--- config.mk ---
export PLATFORM = sky130hd
export DESIGN_NAME = w1_loader
export DESIGN_NICKNAME = d
export VERILOG_FILES = /design/src/rtl/w1_loader.sv
export SDC_FILE = /design/constraint.sdc
export NUM_CORES = 2
export LEC_CHECK = 0
export CORE_MARGIN = 4
export CORE_UTILIZATION = 41
export CTS_CLUSTER_DIAMETER = 30
export CTS_CLUSTER_SIZE = 8
export DETAILED_ROUTE_END_ITERATION = 16
export PLACE_DENSITY_LB_ADDON = 0.3
export SYNTH_ARGS = -nofsm -noshare
export SYNTH_HDL_FRONTEND = slang
export SYNTH_SLANG_ARGS = --single-unit
--- constraint.sdc ---
create_clock -name clk -period 72.7 [get_ports clk]
set_clock_uncertainty 0.1 [all_clocks]
set_input_delay 14.54 -clock clk [delete_from_list [all_inputs] [get_ports clk]]
set_output_delay 14.54 -clock clk [all_outputs]
set_load 0.1 [all_outputs]
--- src/rtl/w1_loader.sv ---
// Weight sequencer for conv layer 1: sweeps the w1 ROM once per request and keeps
// the six per-channel weights of every tap in a local buffer with a zero-latency read port.
module w1_loader #(
    parameter int KERNEL_TAPS = 25,
    parameter int ADDR_W      = 5,
    parameter int DATA_W      = 8,
    parameter int ROM_LAT     = 1
) (
    input  logic              clk,
    input  logic              rst,
    input  logic              load_start,
    output logic              load_busy,
    output logic              load_done,
    output logic              weights_ready,
    output logic [ADDR_W-1:0] w1_raddr,
    input  logic [DATA_W-1:0] w1_1_rdata,
    input  logic [DATA_W-1:0] w1_2_rdata,
    input  logic [DATA_W-1:0] w1_3_rdata,
    input  logic [DATA_W-1:0] w1_4_rdata,
    input  logic [DATA_W-1:0] w1_5_rdata,
    input  logic [DATA_W-1:0] w1_6_rdata,
    input  logic [ADDR_W-1:0] k_raddr,
    output logic [DATA_W-1:0] k_1_rdata,
    output logic [DATA_W-1:0] k_2_rdata,
    output logic [DATA_W-1:0] k_3_rdata,
    output logic [DATA_W-1:0] k_4_rdata,
    output logic [DATA_W-1:0] k_5_rdata,
    output logic [DATA_W-1:0] k_6_rdata
);

    typedef enum logic [1:0] {
        S_IDLE  = 2'd0,
        S_FETCH = 2'd1,
        S_DRAIN = 2'd2,
        S_DONE  = 2'd3
    } state_t;

    localparam logic [ADDR_W-1:0] LAST_TAP  = ADDR_W'(KERNEL_TAPS - 1);
    localparam logic [ADDR_W:0]   TAP_COUNT = (ADDR_W + 1)'(KERNEL_TAPS);

    state_t                state_r;
    logic [6*DATA_W-1:0]   wbuf_r [KERNEL_TAPS];
    logic                  pipe_valid_r [ROM_LAT];
    logic [ADDR_W-1:0]     pipe_tap_r [ROM_LAT];

    logic                  cap_valid_s;
    logic [ADDR_W-1:0]     cap_tap_s;
    logic [6*DATA_W-1:0]   rom_word_s;
    logic [6*DATA_W-1:0]   rd_word_s;

    // The tail of the (valid, tap) pipeline lines up with the ROM data of that tap.
    assign cap_valid_s = pipe_valid_r[ROM_LAT-1];
    assign cap_tap_s   = pipe_tap_r[ROM_LAT-1];
    assign rom_word_s  = {w1_6_rdata, w1_5_rdata, w1_4_rdata,
                          w1_3_rdata, w1_2_rdata, w1_1_rdata};

    // Sequencer FSM; w1_raddr doubles as the tap counter during FETCH.
    always_ff @(posedge clk or posedge rst) begin
        if (rst) begin
            state_r       <= S_IDLE;
            w1_raddr      <= '0;
            load_busy     <= 1'b0;
            load_done     <= 1'b0;
            weights_ready <= 1'b0;
        end else begin
            case (state_r)
                S_IDLE: begin
                    w1_raddr  <= '0;
                    load_done <= 1'b0;
                    if (load_start) begin
                        state_r       <= S_FETCH;
                        load_busy     <= 1'b1;
                        weights_ready <= 1'b0;
                    end
                end
                S_FETCH: begin
                    if (w1_raddr == LAST_TAP) begin
                        w1_raddr <= '0;
                        state_r  <= S_DRAIN;
                    end else begin
                        w1_raddr <= w1_raddr + ADDR_W'(1);
                    end
                end
                S_DRAIN: begin
                    // Leave once the final tap is being written, i.e. after ROM_LAT cycles.
                    if (cap_valid_s && (cap_tap_s == LAST_TAP)) begin
                        state_r       <= S_DONE;
                        load_busy     <= 1'b0;
                        load_done     <= 1'b1;
                        weights_ready <= 1'b1;
                    end
                end
                S_DONE: begin
                    load_done <= 1'b0;
                    state_r   <= S_IDLE;
                end
                default: begin
                    state_r   <= S_IDLE;
                    w1_raddr  <= '0;
                    load_busy <= 1'b0;
                    load_done <= 1'b0;
                end
            endcase
        end
    end

    // Delay line carrying (valid, tap) alongside each issued ROM address.
    always_ff @(posedge clk or posedge rst) begin
        if (rst) begin
            for (int k = 0; k < ROM_LAT; k++) begin
                pipe_valid_r[k] <= 1'b0;
                pipe_tap_r[k]   <= '0;
            end
        end else begin
            pipe_valid_r[0] <= (state_r == S_FETCH);
            pipe_tap_r[0]   <= w1_raddr;
            for (int k = 1; k < ROM_LAT; k++) begin
                pipe_valid_r[k] <= pipe_valid_r[k-1];
                pipe_tap_r[k]   <= pipe_tap_r[k-1];
            end
        end
    end

    // Weight buffer: cleared on reset, one tap written per valid pipeline output.
    always_ff @(posedge clk or posedge rst) begin
        if (rst) begin
            for (int t = 0; t < KERNEL_TAPS; t++) begin
                wbuf_r[t] <= '0;
            end
        end else if (cap_valid_s) begin
            wbuf_r[cap_tap_s] <= rom_word_s;
        end
    end

    // Combinational tap read; addresses beyond the kernel read as zero.
    always_comb begin
        rd_word_s = '0;
        if ({1'b0, k_raddr} < TAP_COUNT) begin
            rd_word_s = wbuf_r[k_raddr];
        end else begin
            rd_word_s = '0;
        end
    end

    assign k_1_rdata = rd_word_s[0*DATA_W +: DATA_W];
    assign k_2_rdata = rd_word_s[1*DATA_W +: DATA_W];
    assign k_3_rdata = rd_word_s[2*DATA_W +: DATA_W];
    assign k_4_rdata = rd_word_s[3*DATA_W +: DATA_W];
    assign k_5_rdata = rd_word_s[4*DATA_W +: DATA_W];
    assign k_6_rdata = rd_word_s[5*DATA_W +: DATA_W];

endmodule

Word-level counts from Yosys, hierarchy flattened

Cells that the tools add are included.

Flip-flop bits (word level): 1,216
Output and inout bits: 56

$add $sub $neg: 1
Muxes and demuxes: 20
Reductions and logical operators: 10
Bitwise gates (word level): 2
Equality and inequality tests: 8
$lt $le $gt $ge: 4

Operator list:

| kind                                                       | number |
|---|---|
| bitwise mux 1200 bit                                       | 1 |
| binary-select mux 48 bit (select 5 bit)                    | 1 |
| demux 48 bit (select 5 bit)                                | 1 |
| 2-to-1 mux 48 bit                                          | 4 |
| greater-or-equal comparator 6 bit, second input constant   | 2 |
| NOT 5 -> 6 bit                                             | 2 |
| equality test 5 bit, second input constant                 | 2 |
| one-hot mux 5 bit (2 select lines)                         | 1 |
| one-hot mux 2 bit (4 select lines)                         | 1 |
| less-than comparator 6 x 1 -> 1 bit, second input constant | 1 |
| 2-to-1 mux 2 bit                                           | 3 |
| inequality test 2 bit, second input constant               | 3 |
| one-hot mux 1 bit (2 select lines)                         | 3 |
| AND reduction 3 bit                                        | 2 |
| nonzero test 2 bit                                         | 3 |
| adder 5 x 1 -> 5 bit, second input constant                | 1 |
| less-than comparator 5 bit, second input constant          | 1 |
| 2-to-1 mux 5 bit                                           | 1 |
| equality test 2 bit, second input constant                 | 2 |
| 2-to-1 mux 1 bit                                           | 4 |
| equality test 2 x 1 -> 1 bit, second input constant        | 1 |
| logical AND 1 bit                                          | 2 |
| logical NOT 2 bit                                          | 1 |
| AND reduction 2 bit                                        | 1 |
| OR reduction 2 bit                                         | 1 |

Logic depth before layout (Yosys ltp)

Word-level depth: 6
Gate-level depth with buffers: 8

Worst setup path before layout

No wires, ideal clock.

Path kind: in2out
From: input port k_raddr[2]
To: output port k_6_rdata[5]
Slack: 40.836 ns
Required time: 58.060 ns
Arrival: 17.224 ns
Stages: 6
Cells stage by stage: buf_4 -> buf_2 -> clkbuf_1 -> mux4_2 -> a22oi_1 -> a31oi_1

Cells in the longest elaborated chain, start to end: 5
Elaborated cells between the ends (all ways): 6
Classes of those cells: 1 x order compare; 4 x mux; 1 x bitwise

RTL lines:

| what                                                  | line | text |
|---|---|---|
| start: declaration                                    | 22   | `input logic [ADDR_W-1:0] k_raddr,` |
| NOT 5 -> 6 bit (not written as such)                  | 139  | `rd_word_s = wbuf_r[k_raddr];` |
| binary-select mux 48 bit (select 5 bit)               | 139  |  |
| 2-to-1 mux 48 bit (not written as such) (2 in series) | 139  |  |
| 2-to-1 mux 48 bit (*)                                 | 138  | `if ({1'b0, k_raddr} < TAP_COUNT) begin` |
| end: declaration                                      | 28   | `output logic [DATA_W-1:0] k_6_rdata` |

Mark *: on every way between the ends. The rest lies on a longest branch, timed or not. The select of a mux whose other input is x is not followed.

Final worst setup path

From: input port k_raddr[0]
To: output port k_1_rdata[7]

Cells in the longest elaborated chain, start to end: 5
Elaborated cells between the ends (all ways): 6
Classes of those cells: 1 x order compare; 4 x mux; 1 x bitwise

RTL lines:

| what                                                  | line | text |
|---|---|---|
| NOT 5 -> 6 bit (not written as such)                  | 139  |  |
| binary-select mux 48 bit (select 5 bit)               | 139  |  |
| 2-to-1 mux 48 bit (not written as such) (2 in series) | 139  |  |
| 2-to-1 mux 48 bit (*)                                 | 138  |  |
| end: declaration                                      | 23   | `output logic [DATA_W-1:0] k_1_rdata,` |

Marks and branches as above.

==> flow_metrics.tcl <==
set metrics [dict create \
    netlist_area_um2 54900 \
    fin_cells 5694 \
    worstPathRequired_ps 58060 \
    placedCellCount 5200 \
    io_pins 112 \
    status "finished, final reports clean" \
    synth_top_area_cell "dfrtp_1" \
    tightestPinTransition_ps 1210 \
    numClockSinks 1216 \
    ys_warn_count 0 \
    peakVddDrop_mv 0.0206 \
    drc_errors 0 \
    p_total_uw 2420 \
    die_width_um 374 \
    cp_slowest_cell "clkdlybuf4s50_1" \
    synth_fp_nets 3656 \
    post_synth.cell_area_avg_um2 15.3 \
    rows 133 \
    final_hold_viol_count 0 \
    place_area_um2 57300 \
    start_util 0.415 \
    maxCapViolCount 0 \
    syn2layout_area_growth_pct 22.1 \
    fin_crit_sh 0.462 \
    crit_fanout 86 \
    cts_max_path_buffers 4 \
    cellPowerDensity_nw_per_um2 36.1 \
    hold_slack_ps 381 \
    gp_congestion 0.730 \
    hpwl_um 85100 \
    antenna_found_initial 5 \
    drtPass1Iterations 5 \
    via_per_inst 5.80 \
    path_buf_inv 4 \
    drt_iter0_markers 2182 \
    mostFrequentLayoutCell "dfrtp_1" \
    nFillCells 11000 \
    critPathKind "primary input to primary output" \
    p_leak_uw 0.0295 \
    grt_max_degree 110 \
    hold_class "flip-flop to flip-flop" \
    avgRoutedWirePerCell_um 27.9 \
    endpoint_kind "primary output" \
    clkTransAtPathRegs_ps 40 \
    clk_latency_ps 850 \
    finalSetupViolCount 0 \
    fmax_mhz 29.8 \
    cts_setup_buffers 0 \
    die_h_um 374 \
    final_nets 3798 \
    routed_wl_um 159000 \
    syn_inst 3594 \
    rsz0062_at_grt "no" \
    synthTopCellsByArea "dfrtp_1, mux2_2, mux4_2" \
    cp_top_family "buffers and inverters" \
    cp.arrival_ps 18920 \
    htree_levels 5 \
    grt_pass1_vias 35100 \
    via_count 33000 \
    coreArea_um2 132000 \
    io_buffers 111 \
    drv_slew 0 \
    final_cell_mix "dfrtp_1, mux2_2, clkbuf_16, mux2i_1, mux4_2" \
    grt_pass1_wl_um 238000 \
    worstPathCellList "buf_8 -> buf_4 -> buf_12 -> mux4_2 -> a221oi_1 -> o2111ai_1 -> clkdlybuf4s50_1" \
    layout-drive-gt1-share 0.496 \
    slew_headroom 0.190 \
    ys_ff_latch 1216 \
    final_antenna_net_count 0 \
    fin_area_um2 67000 \
    fin_crit_ps 33560 \
    slowest_delay_ps 1110 \
    die-area_um2 140000 \
    ys_types 52 \
    ctsHoldBuffers 0 \
    cts_resized 0 \
    setup_tns_ps 0 \
    root_buffer "clkbuf_16" \
    worstSetupStartpointType "primary input" \
    grtUsageTotal 0.227 \
    ys_seq_area_frac 0.555 \
    cts_tree "yes" \
    synth_top_area_frac 0.555 \
    grt-ovfl-total 0 \
    cts-buffers-inserted 289 \
]
[synthesized netlist by cell type (all sizes together)]
cell / n
buf: 175
clkbuf: 162
a31oi: 1
nor3b: 5
o22ai: 36
and3b: 1
a22o: 4
o221ai: 5
nand3: 25
o211ai: 20
and2: 10
a221oi: 42
nor2b: 11
o21ai: 17
nor4b: 1
xor2: 1
o2111ai: 6
inv: 6
o32a: 1
dfrtp: 1216
and2b: 1
nand3b: 4
a21o: 1
or4b: 2
or2: 4
nor2: 20
mux2: 1203
or4bb: 2
and3: 1
nand2: 65
a21oi: 21
nand4: 8
nor3: 2
or3b: 2
a211oi: 1
ha: 6
mux4: 190
o21ba: 1
a32oi: 9
nand2b: 3
nand4bb: 2
nand4b: 4
a22oi: 83
mux2i: 214
[registers in the layout, summed over array words and instances, names as in the netlist]
name / count
cap_tap_s: 5
cap_valid_s: 1
load_busy: 1
load_done: 1
state_r: 2
w1_raddr: 5
wbuf_r: 1200
weights_ready: 1
[area by class of cell]
| class | count | area, um^2 | area share |
|---|---|---|---|
| Sequential cell | 1216 | 30400 | 0.454 |
| Antenna cell | 2 | 5.00 | 0.0000747 |
| Inverter | 6 | 30.0 | 0.000448 |
| Multi-Input combinational cell | 2035 | 23000 | 0.343 |
| Clock inverter | 108 | 1510 | 0.0225 |
| Tap cell | 1755 | 2200 | 0.0328 |
| Timing Repair Buffer | 188 | 1710 | 0.0256 |
| Clock buffer | 384 | 8150 | 0.122 |
[per-stage QoR]
step	setup slack, ps	util
5_1_grt	38920	0.507
3_5_place_dp	39080	0.434
3_3_place_gp	39030	0.434
2_1_floorplan	23800	-
6_report	39140	0.507
4_1_cts	39070	0.507
[worst paths after layout]
path	start	to	slack, ps	depth (start not counted)
max in group asynchronous	rst	wbuf_r[352]	55190	5
min in group asynchronous	rst	load_busy	14120	2
hold / removal	wbuf_r[301]	wbuf_r[301]	380	1
setup / recovery	k_raddr[0]	k_1_rdata[7]	39140	7
hold reg to reg	wbuf_r[301]	wbuf_r[301]	380	1
setup reg to reg	cap_tap_s[4]	wbuf_r[444]	69330	4
[cells by family (layout without fill, tap and decap cells)]
| logic type | count (synthesis) | after routing | share of synthesized area |
|---|---|---|---|
| other cells | 0 | 2 | 0 |
| buf+inv | 343 | 686 | 0.0301 |
| mux | 1607 | 1607 | 0.364 |
| xor+xnor | 1 | 1 | 0.000160 |
| simple gates | 173 | 173 | 0.0167 |
| flops | 1216 | 1216 | 0.555 |
| fa+ha+maj | 6 | 6 | 0.00137 |
| compound gates | 248 | 248 | 0.0330 |
[power by group]
part           total [uW]  switching, uW  internal, uW
Clock                1280            381           896
Combinational         308            157           151
Sequential            837           52.4           784
Total                2420            591          1830
[metal layers]
metal,wire [um],global-route usage,up-vias,part of all wire
met1,70500,0.312,18100,0.44
li1,-,-,13800,-
met4,4360,0.0725,4,0.027
met2,76900,0.368,875,0.48
met3,7160,0.0382,327,0.045
met5,27,0,-,0.00017
(Power assumes the default switching activity.)
